## src/rtl/l2bus_arbiter_if.sv

```systemverilog
// L2 coherence bus bundle: per-agent request fields in, muxed slot signals out.
// master is the arbiter's view; slave is the agent/snooper side.
interface l2bus_arbiter_if #(
  parameter int NREQ   = 4,
  parameter int IDW    = 2,
  parameter int NSNOOP = 4
);
  logic [NREQ-1:0]    req;
  logic [NREQ*3-1:0]  req_cmd;
  logic [NREQ*5-1:0]  req_tag;
  logic [NREQ*26-1:0] req_addr;
  logic [NREQ*64-1:0] req_data;
  logic [NSNOOP-1:0]  nack_in;

  logic [NREQ-1:0]    grant;
  logic [2:0]         bus_cycle;
  logic               bus_valid;
  logic [IDW-1:0]     bus_owner;
  logic [2:0]         bus_cmd;
  logic [4:0]         bus_tag;
  logic [25:0]        bus_addr;
  logic [63:0]        bus_data;
  logic               bus_nack;

  modport master (
    input  req, req_cmd, req_tag, req_addr, req_data, nack_in,
    output grant, bus_cycle, bus_valid, bus_owner, bus_cmd, bus_tag,
           bus_addr, bus_data, bus_nack
  );

  modport slave (
    output req, req_cmd, req_tag, req_addr, req_data, nack_in,
    input  grant, bus_cycle, bus_valid, bus_owner, bus_cmd, bus_tag,
           bus_addr, bus_data, bus_nack
  );
endinterface

```

## src/rtl/l2bus_arbiter.sv

```systemverilog
// L2 bus arbiter: free-running 8-cycle slot counter, round-robin grant in
// cycle 7 with nack retry priority, and owner field mux onto the shared bus.
module l2bus_arbiter #(
  parameter int NREQ   = 4,
  parameter int IDW    = 2,
  parameter int NSNOOP = 4
) (
  input logic              clk,
  input logic              rst,
  l2bus_arbiter_if.master  bus
);

  logic [2:0]        cyc_q;
  logic              owner_valid_q;
  logic [IDW-1:0]    owner_q;
  logic [IDW-1:0]    rr_ptr_q;

  logic [NSNOOP-1:0] nack_votes;
  logic              any_req;
  logic              nack;
  logic [IDW-1:0]    base;
  logic [IDW-1:0]    winner;
  logic [IDW-1:0]    idx;
  logic              found;
  logic [NREQ-1:0]   grant_d;
  logic [2:0]        cmd_d;
  logic [4:0]        tag_d;
  logic [25:0]       addr_d;
  logic [63:0]       data_d;

  assign nack_votes = bus.nack_in;
  assign any_req    = |bus.req;
  assign nack       = owner_valid_q & (|nack_votes);

  // A nacked owner restarts the scan at itself so its retry wins the next slot.
  always_comb begin
    base   = nack ? owner_q : rr_ptr_q;
    winner = base;
    idx    = '0;
    found  = 1'b0;
    for (int k = 0; k < NREQ; k++) begin
      idx = IDW'((int'(base) + k) % NREQ);
      if (!found && bus.req[idx]) begin
        winner = idx;
        found  = 1'b1;
      end
    end
  end

  always_comb begin
    grant_d = '0;
    if (cyc_q == 3'd7 && any_req) grant_d[winner] = 1'b1;
  end

  always_ff @(posedge clk or posedge rst) begin
    if (rst) begin
      cyc_q         <= 3'd0;
      owner_valid_q <= 1'b0;
      owner_q       <= '0;
      rr_ptr_q      <= '0;
    end else begin
      cyc_q <= cyc_q + 3'd1;
      if (cyc_q == 3'd7) begin
        owner_valid_q <= any_req;
        if (any_req) begin
          owner_q  <= winner;
          rr_ptr_q <= (int'(winner) == NREQ - 1) ? '0 : winner + 1'b1;
        end
      end
    end
  end

  always_comb begin
    cmd_d  = '0;
    tag_d  = '0;
    addr_d = '0;
    data_d = '0;
    if (owner_valid_q) begin
      for (int i = 0; i < NREQ; i++) begin
        if (owner_q == IDW'(i)) begin
          cmd_d  = bus.req_cmd[i*3 +: 3];
          tag_d  = bus.req_tag[i*5 +: 5];
          addr_d = bus.req_addr[i*26 +: 26];
          data_d = bus.req_data[i*64 +: 64];
        end
      end
    end
  end

  assign bus.grant     = grant_d;
  assign bus.bus_cycle = cyc_q;
  assign bus.bus_valid = owner_valid_q;
  assign bus.bus_owner = owner_q;
  assign bus.bus_cmd   = cmd_d;
  assign bus.bus_tag   = tag_d;
  assign bus.bus_addr  = addr_d;
  assign bus.bus_data  = data_d;
  assign bus.bus_nack  = nack;

endmodule

```

## src/flat_wrapper.sv

```systemverilog
// flat-port wrapper written by rule: the top's interface ports become plain ports
module l2bus_arbiter_flat 
#(
  parameter int NREQ   = 4,
  parameter int IDW    = 2,
  parameter int NSNOOP = 4
)
  (clk, rst, bus_req, bus_req_cmd, bus_req_tag, bus_req_addr, bus_req_data, bus_nack_in, bus_grant, bus_bus_cycle, bus_bus_valid, bus_bus_owner, bus_bus_cmd, bus_bus_tag, bus_bus_addr, bus_bus_data, bus_bus_nack);
  l2bus_arbiter_if #(.NREQ(NREQ), .IDW(IDW), .NSNOOP(NSNOOP)) bus_i ();
  input logic clk;
  input logic rst;
  input wire logic [$bits(bus_i.req)-1:0] bus_req;
  input wire logic [$bits(bus_i.req_cmd)-1:0] bus_req_cmd;
  input wire logic [$bits(bus_i.req_tag)-1:0] bus_req_tag;
  input wire logic [$bits(bus_i.req_addr)-1:0] bus_req_addr;
  input wire logic [$bits(bus_i.req_data)-1:0] bus_req_data;
  input wire logic [$bits(bus_i.nack_in)-1:0] bus_nack_in;
  output wire logic [$bits(bus_i.grant)-1:0] bus_grant;
  output wire logic [$bits(bus_i.bus_cycle)-1:0] bus_bus_cycle;
  output wire logic [$bits(bus_i.bus_valid)-1:0] bus_bus_valid;
  output wire logic [$bits(bus_i.bus_owner)-1:0] bus_bus_owner;
  output wire logic [$bits(bus_i.bus_cmd)-1:0] bus_bus_cmd;
  output wire logic [$bits(bus_i.bus_tag)-1:0] bus_bus_tag;
  output wire logic [$bits(bus_i.bus_addr)-1:0] bus_bus_addr;
  output wire logic [$bits(bus_i.bus_data)-1:0] bus_bus_data;
  output wire logic [$bits(bus_i.bus_nack)-1:0] bus_bus_nack;
  assign bus_i.req = bus_req;
  assign bus_i.req_cmd = bus_req_cmd;
  assign bus_i.req_tag = bus_req_tag;
  assign bus_i.req_addr = bus_req_addr;
  assign bus_i.req_data = bus_req_data;
  assign bus_i.nack_in = bus_nack_in;
  assign bus_grant = bus_i.grant;
  assign bus_bus_cycle = bus_i.bus_cycle;
  assign bus_bus_valid = bus_i.bus_valid;
  assign bus_bus_owner = bus_i.bus_owner;
  assign bus_bus_cmd = bus_i.bus_cmd;
  assign bus_bus_tag = bus_i.bus_tag;
  assign bus_bus_addr = bus_i.bus_addr;
  assign bus_bus_data = bus_i.bus_data;
  assign bus_bus_nack = bus_i.bus_nack;
  l2bus_arbiter #(.NREQ(NREQ), .IDW(IDW), .NSNOOP(NSNOOP)) u_core (.clk(clk), .rst(rst), .bus(bus_i));
endmodule
```

## config.mk

```make
export PLATFORM = sky130hd
export DESIGN_NAME = l2bus_arbiter_flat
export DESIGN_NICKNAME = d
export VERILOG_FILES = /design/src/rtl/l2bus_arbiter_if.sv /design/src/rtl/l2bus_arbiter.sv /design/src/flat_wrapper.sv
export SDC_FILE = /design/constraint.sdc
export NUM_CORES = 1
export LEC_CHECK = 0
export CAP_MARGIN = 10
export CORE_AREA = 2 2 200 202
export CTS_BUF_LIST = sky130_fd_sc_hd__clkbuf_4
export DETAILED_ROUTE_END_ITERATION = 16
export DIE_AREA = 0 0 202 204
export GPL_TIMING_DRIVEN = 0
export MAX_ROUTING_LAYER = met4
export PLACE_DENSITY = 0.47
export SYNTH_ARGS = -nofsm -noshare
export SYNTH_HDL_FRONTEND = slang
export SYNTH_SLANG_ARGS = --single-unit
```

## constraint.sdc

```tcl
create_clock -name clk -period 3.77 [get_ports clk]
set_input_delay 0.754 -clock clk [delete_from_list [all_inputs] [get_ports clk]]
set_output_delay 0.754 -clock clk [all_outputs]
set_load 0.01 [all_outputs]
```

; ---- Word level (Yosys, flattened, before mapping)
; Index checks and enable logic that the tools add are counted.
[word_totals]
regBits = 8
latch_bits = 0
mem_bits_rw = 0
mem_bits_ro = 0
inputBits = 402
out_inout_bits = 109
word_cells = 72
mem_count = 0
[classes]
addsub = 5
n_mul = 0
div_mod_pow = 0
n_lt_le_gt_ge = 6
n_eq_ne = 5
shifts = 0
n_mux = 39
n_bitwise = 1
reduce_logical = 12
[ops]
columns = operator, n
row1 = 64-bit two-way mux, 5
row2 = 26-bit two-way mux, 5
row3 = 5-bit two-way mux, 5
row4 = 2-bit by 3-bit less-than comparator with 1-bit output (second input constant), 5
row5 = 3-bit two-way mux, 5
row6 = 2-bit two-way mux, 5
row7 = 1-bit binary-select mux with 2-bit select, 4
row8 = 1-bit two-way mux, 8
row9 = 4-bit OR reduction, 2
row10 = 1-bit logical AND, 5
row11 = 2-bit by 1-bit adder with 2-bit output (second input constant), 2
row12 = 2-bit adder (second input constant), 2
row13 = 2-bit by 1-bit == test with 1-bit output (second input constant), 2
row14 = 2-bit == test (second input constant), 2
row15 = 4-bit two-way mux, 1
row16 = 3-bit by 1-bit adder with 3-bit output (second input constant), 1
row17 = 3-bit == test (second input constant), 1
row18 = 1-bit logical NOT, 3
row19 = 1-bit demux with 2-bit select, 1
row20 = 2-bit by 1-bit greater-or-equal comparator with 1-bit output (second input constant), 1
row21 = 2-bit logical NOT, 1
row22 = 2-bit AND reduction, 1
row23 = 1-bit AND, 1

; ---- Longest topological paths before layout
[depth]
ltp_word = 20
depth_mapped = 10
ltp_nobuf = 9

; ---- Worst setup path before layout
; No wires, ideal clock.
[synth_path]
kind = input to output
startpoint = in bus_nack_in[1]
endpoint = out bus_grant[0]
arrival_ps = 2526
required_ps = 3016
path_slack_ps = 490
stages = 7
n_path_buf = 0
path_cell_list = o41ai_4 -> mux2_2 -> a31o_2 -> o221a_2 -> inv_2 -> ha_1 -> and2_1
[synth_via]
elab_chain_cells = 20
word_cells_on_any_way = 32
classes_between = add/sub: 3 / order compare: 2 / mux: 18 / bitwise: 1 / reduce/logical: 8
[synth_rtl]
columns = element, line_no
row1 = start: declaration, flat_wrapper.sv:17  ; input wire logic [$bits(bus_i.nack_in)-1:0] bus_nack_in;
row2 = 4-bit OR reduction *, l2bus_arbiter.sv:33  ; assign nack = owner_valid_q & (|nack_votes);
row3 = 1-bit AND *, l2bus_arbiter.sv:33
row4 = 2-bit two-way mux *, l2bus_arbiter.sv:37  ; base = nack ? owner_q : rr_ptr_q;
row5 = branches (longest 11 deep; another with 2-bit by 1-bit adder with 2-bit output), --
row6 = 2-bit two-way mux *, l2bus_arbiter.sv:43  ; if (!found && bus.req[idx]) begin
row7 = net u_core.winner[0], l2bus_arbiter.sv:22  ; logic [IDW-1:0] winner;
row8 = 2-bit by 3-bit less-than comparator with 1-bit output (implied by the code) or 2-bit by 1-bit greater-or-equal comparator with 1-bit output (tied branches), l2bus_arbiter.sv:52  ; if (cyc_q == 3'd7 && any_req) grant_d[winner] = 1'b1;
row9 = 1-bit logical AND (implied by the code), l2bus_arbiter.sv:52
row10 = 1-bit two-way mux (implied by the code), l2bus_arbiter.sv:52
row11 = 1-bit demux with 2-bit select *, --
row12 = 4-bit two-way mux *, l2bus_arbiter.sv:52
row13 = end: declaration, flat_wrapper.sv:18  ; output wire logic [$bits(bus_i.grant)-1:0] bus_grant;
; Mark *: on every way through the listed nets, which the timed path passes. The select of a mux whose other input is x is not followed.

; ---- Final worst setup path
[layout_path]
startpoint = in bus_nack_in[2]
endpoint = out bus_grant[1]
; Same word-level chain as after synthesis.

==> qor.csv <==
metric,value,unit
status,"finished, final reports clean",
ios,511,
vias,4839,
r2r_slack,1.28,ns
synthToLayoutAreaGrowth,164.5,%
drive_gt1_frac,0.1646,
yosys.area.top_type,mux4_2,
synth_area_leaders,"mux4_2 (62%), and2_1 (18%), dfrtp_1 (5.6%)",
hp-class,flop to flop,
via_per_inst,3.625,
leakagePower,3.262,nW
cts.clk_slew.worst_paths,0.06,ns
clk_path_buf_depth,2,
insertion_delay,0.25,ns
core_area,39180,sq um
antenna_found_initial,2,
yosysWarnings,0,
p_comb_frac,0.944,
synth.top_cell.area_share,0.6227,
finalCritPeriodShare,0.9757,
switching_share,0.3755,
slew_viol_final,0,
regToRegEndpoint,u_core.rr_ptr_q[1],
die_area,41210,sq um
synth_enable_flop_cells,0,
setup_slack,0.09172,ns
root_buffer,clkbuf_4,
syn_area,3545,sq um
grt_pass1_wl,37270,microns
std_cell_rows,73,
cts_buffers,3,
drc_errors,0,
relSlewSlack,0.3262,
tightest_slew,0.9976,ns
switchingPower,1.276,mW
p_int,2.123,mW
critPathArrivalTime,2.92,ns
dp.cells,1328,
cp_max_fo,4,
ys_types,27,
fin_crit,3.678,ns
maxCapViolCount,0,
stdcell_count,1335,
powerDensity,362.6,nW/um^2
ir_worst_vdd,160.5,uV
cts_tree,yes,
netlist_instances,293,
post_drt_wl_per_cell,20.00,microns
rsz0062_at_grt,false,
grt_pass1_vias,5481,
gp_congestion,0.8495,
wirelength,26700,microns
r2r-start,u_core.bus.bus_valid,
seqPwrFrac,0.037,
hold_viol_final,0,
hpwlAfterDp,23580,microns
dr.pass1.iters,4,
synth-seq-cells,8,
finalClockSkew,0.003750,ns
seq_area_frac_synth,0.05648,
fp.dieW,202,microns
grt_start_max_net_pins,11,
crit_type,primary input to output port,
async_flop_share,1.000,
start_kind,primary input,
reg2regPathDepth,11,
die-height,204,microns
num-nets-final,1218,
htreeDepth,1,
pwr-share-clk,0.019,
drt-initial-drc-count,170,
worst-endpoint-required,3.02,ns
grt_use_total,0.1249,
initial_utilization,0.09046,
endpoint,bus_grant[1],
clock_sinks,8,
synth_top_flop_cell,dfrtp_1,
avgSynthCellArea,12.10,sq um
critPathLaunch,bus_nack_in[2],
cp-end-kind,output port,
fill_cells,4202,
io_buffers,510,
syn-num-nets,701,
final-setup-viol-count,0,
overflow,0,
fmax,271.9,MHz
ant_nets,0,
place_ws,-0.7217,ns
## critical path: stages
cell and delay, ns:
dlygate4sd2_1 0.26, o41ai_4 0.33, buf_4 0.18, mux2_4 0.30, a31o_2 0.26, o221a_4 0.29, ha_1 0.17, and2_1 0.13
clkdlybuf4s15_1 0.24
## placed cells by master (no fill, tap or decap), types with 2 or more instances in the layout
master / instances
clkdlybuf4s50_1: 502
and2_1: 102
mux4_2: 98
buf_2: 14
clkbuf_1: 10
o21ai_0: 8
dfrtp_1: 8
nand2_1: 7
inv_1: 6
buf_1: 6
ha_1: 6
clkbuf_2: 4
nand2b_1: 3
clkbuf_4: 3
dlygate4sd2_1: 3
diode_2: 2
nor2b_1: 2
nor2_1: 2
mux2i_1: 2
o21ai_2: 2
clkdlybuf4s15_2: 2
buf_4: 2
## layout make-up
type | count | area, sq um | area share
inverters | 8 | 32.53 | 0.003470
multi-input cells | 244 | 3197 | 0.3410
diodes | 2 | 5.005 | 0.0005338
repair buffers | 512 | 5110 | 0.5450
plain buffers | 33 | 151.4 | 0.01615
well taps | 525 | 656.9 | 0.07007
flip-flops and latches | 8 | 200.2 | 0.02135
clock buffers | 3 | 22.52 | 0.002402
## power groups by stage
stage	Combinational, mW	Clock [mW]	Sequential (mW)
6_report	3.21	0.0651	0.126
3_3_place_gp	3.24	0	0.125
5_1_grt	3.43	0.0719	0.129
3_5_place_dp	3.23	0	0.126
4_1_cts	3.26	0.0685	0.125
2_1_floorplan	1.61	0	0.122
## synthesized netlist by cell type, types with 2 or more instances
cell type / number
buf_2: 11
buf_1: 11
dfrtp_1: 8
clkbuf_1: 11
and2_1: 102
ha_1: 6
nor2_1: 2
inv_1: 7
nor2b_1: 2
nand2b_1: 3
mux2i_1: 2
a21oi_1: 2
o21ai_0: 9
mux4_2: 98
nand2_1: 7
## registers in the layout, summed over array words and instances, names as in the netlist
register,count
u_core.bus.bus_owner,2
u_core.bus.bus_cycle,3
u_core.rr_ptr_q,2
u_core.bus.bus_valid,1
## metal layers
metal / global-route usage / vias to the layer above / part of all wire
li1: - / 2208 / -
met1: 0.1464 / 2349 / 0.40
met2: 0.2295 / 276 / 0.52
met3: 0.02264 / 6 / 0.068
met4: 0.01182 / 0 / 0.0078
met5: - / - / 0
## worst min-delay path by stage
stage	end	slack, ns	start	cells after the start
6_report	u_core.bus.bus_cycle[0]	0.46	u_core.bus.bus_cycle[0]	1
5_1_grt	u_core.bus.bus_cycle[0]	0.50	u_core.bus.bus_cycle[0]	1
4_1_cts	u_core.bus.bus_cycle[0]	0.47	u_core.bus.bus_cycle[0]	1
3_5_place_dp	u_core.bus.bus_cycle[0]	0.46	u_core.bus.bus_cycle[0]	1
3_3_place_gp	u_core.bus.bus_cycle[0]	0.45	u_core.bus.bus_cycle[0]	1
2_1_floorplan	u_core.bus.bus_cycle[0]	0.48	u_core.bus.bus_cycle[0]	1
## kinds of logic (layout without fill, tap and decap cells)
group | count (synthesis) | count (layout) | share of synthesized area
buffers and inverters | 41 | 556 | 0.04730
AO/OA/AOI/OAI | 20 | 20 | 0.04307
adder cells (fa/ha/maj) | 6 | 6 | 0.02118
multiplexers | 101 | 101 | 0.6315
other | 0 | 2 | 0
flip-flops | 8 | 8 | 0.05648
AND/OR/NAND/NOR | 117 | 117 | 0.2005
## stage by stage
stage	setup TNS (ns)	area [sq um]	hold slack, ns	total power, mW	util
2_1_floorplan	0	3545	0.4822	1.732	-
3_3_place_gp	-3.865	9306	0.4525	3.370	0.2375
3_5_place_dp	-2.867	9306	0.4556	3.360	0.2375
4_1_cts	0	9360	0.4670	3.457	0.2389
5_1_grt	0	9375	0.5029	3.632	0.2393
6_report	0	9375	0.4623	3.399	0.2393
## what timing repair did
item,in CTS,in global routing
setup buffers,2,0
pin swaps,1,2
endpoints found under the setup margin,101,15
hold buffers,0,0
gates resized for setup,25,6
(Power assumes the default switching activity.)
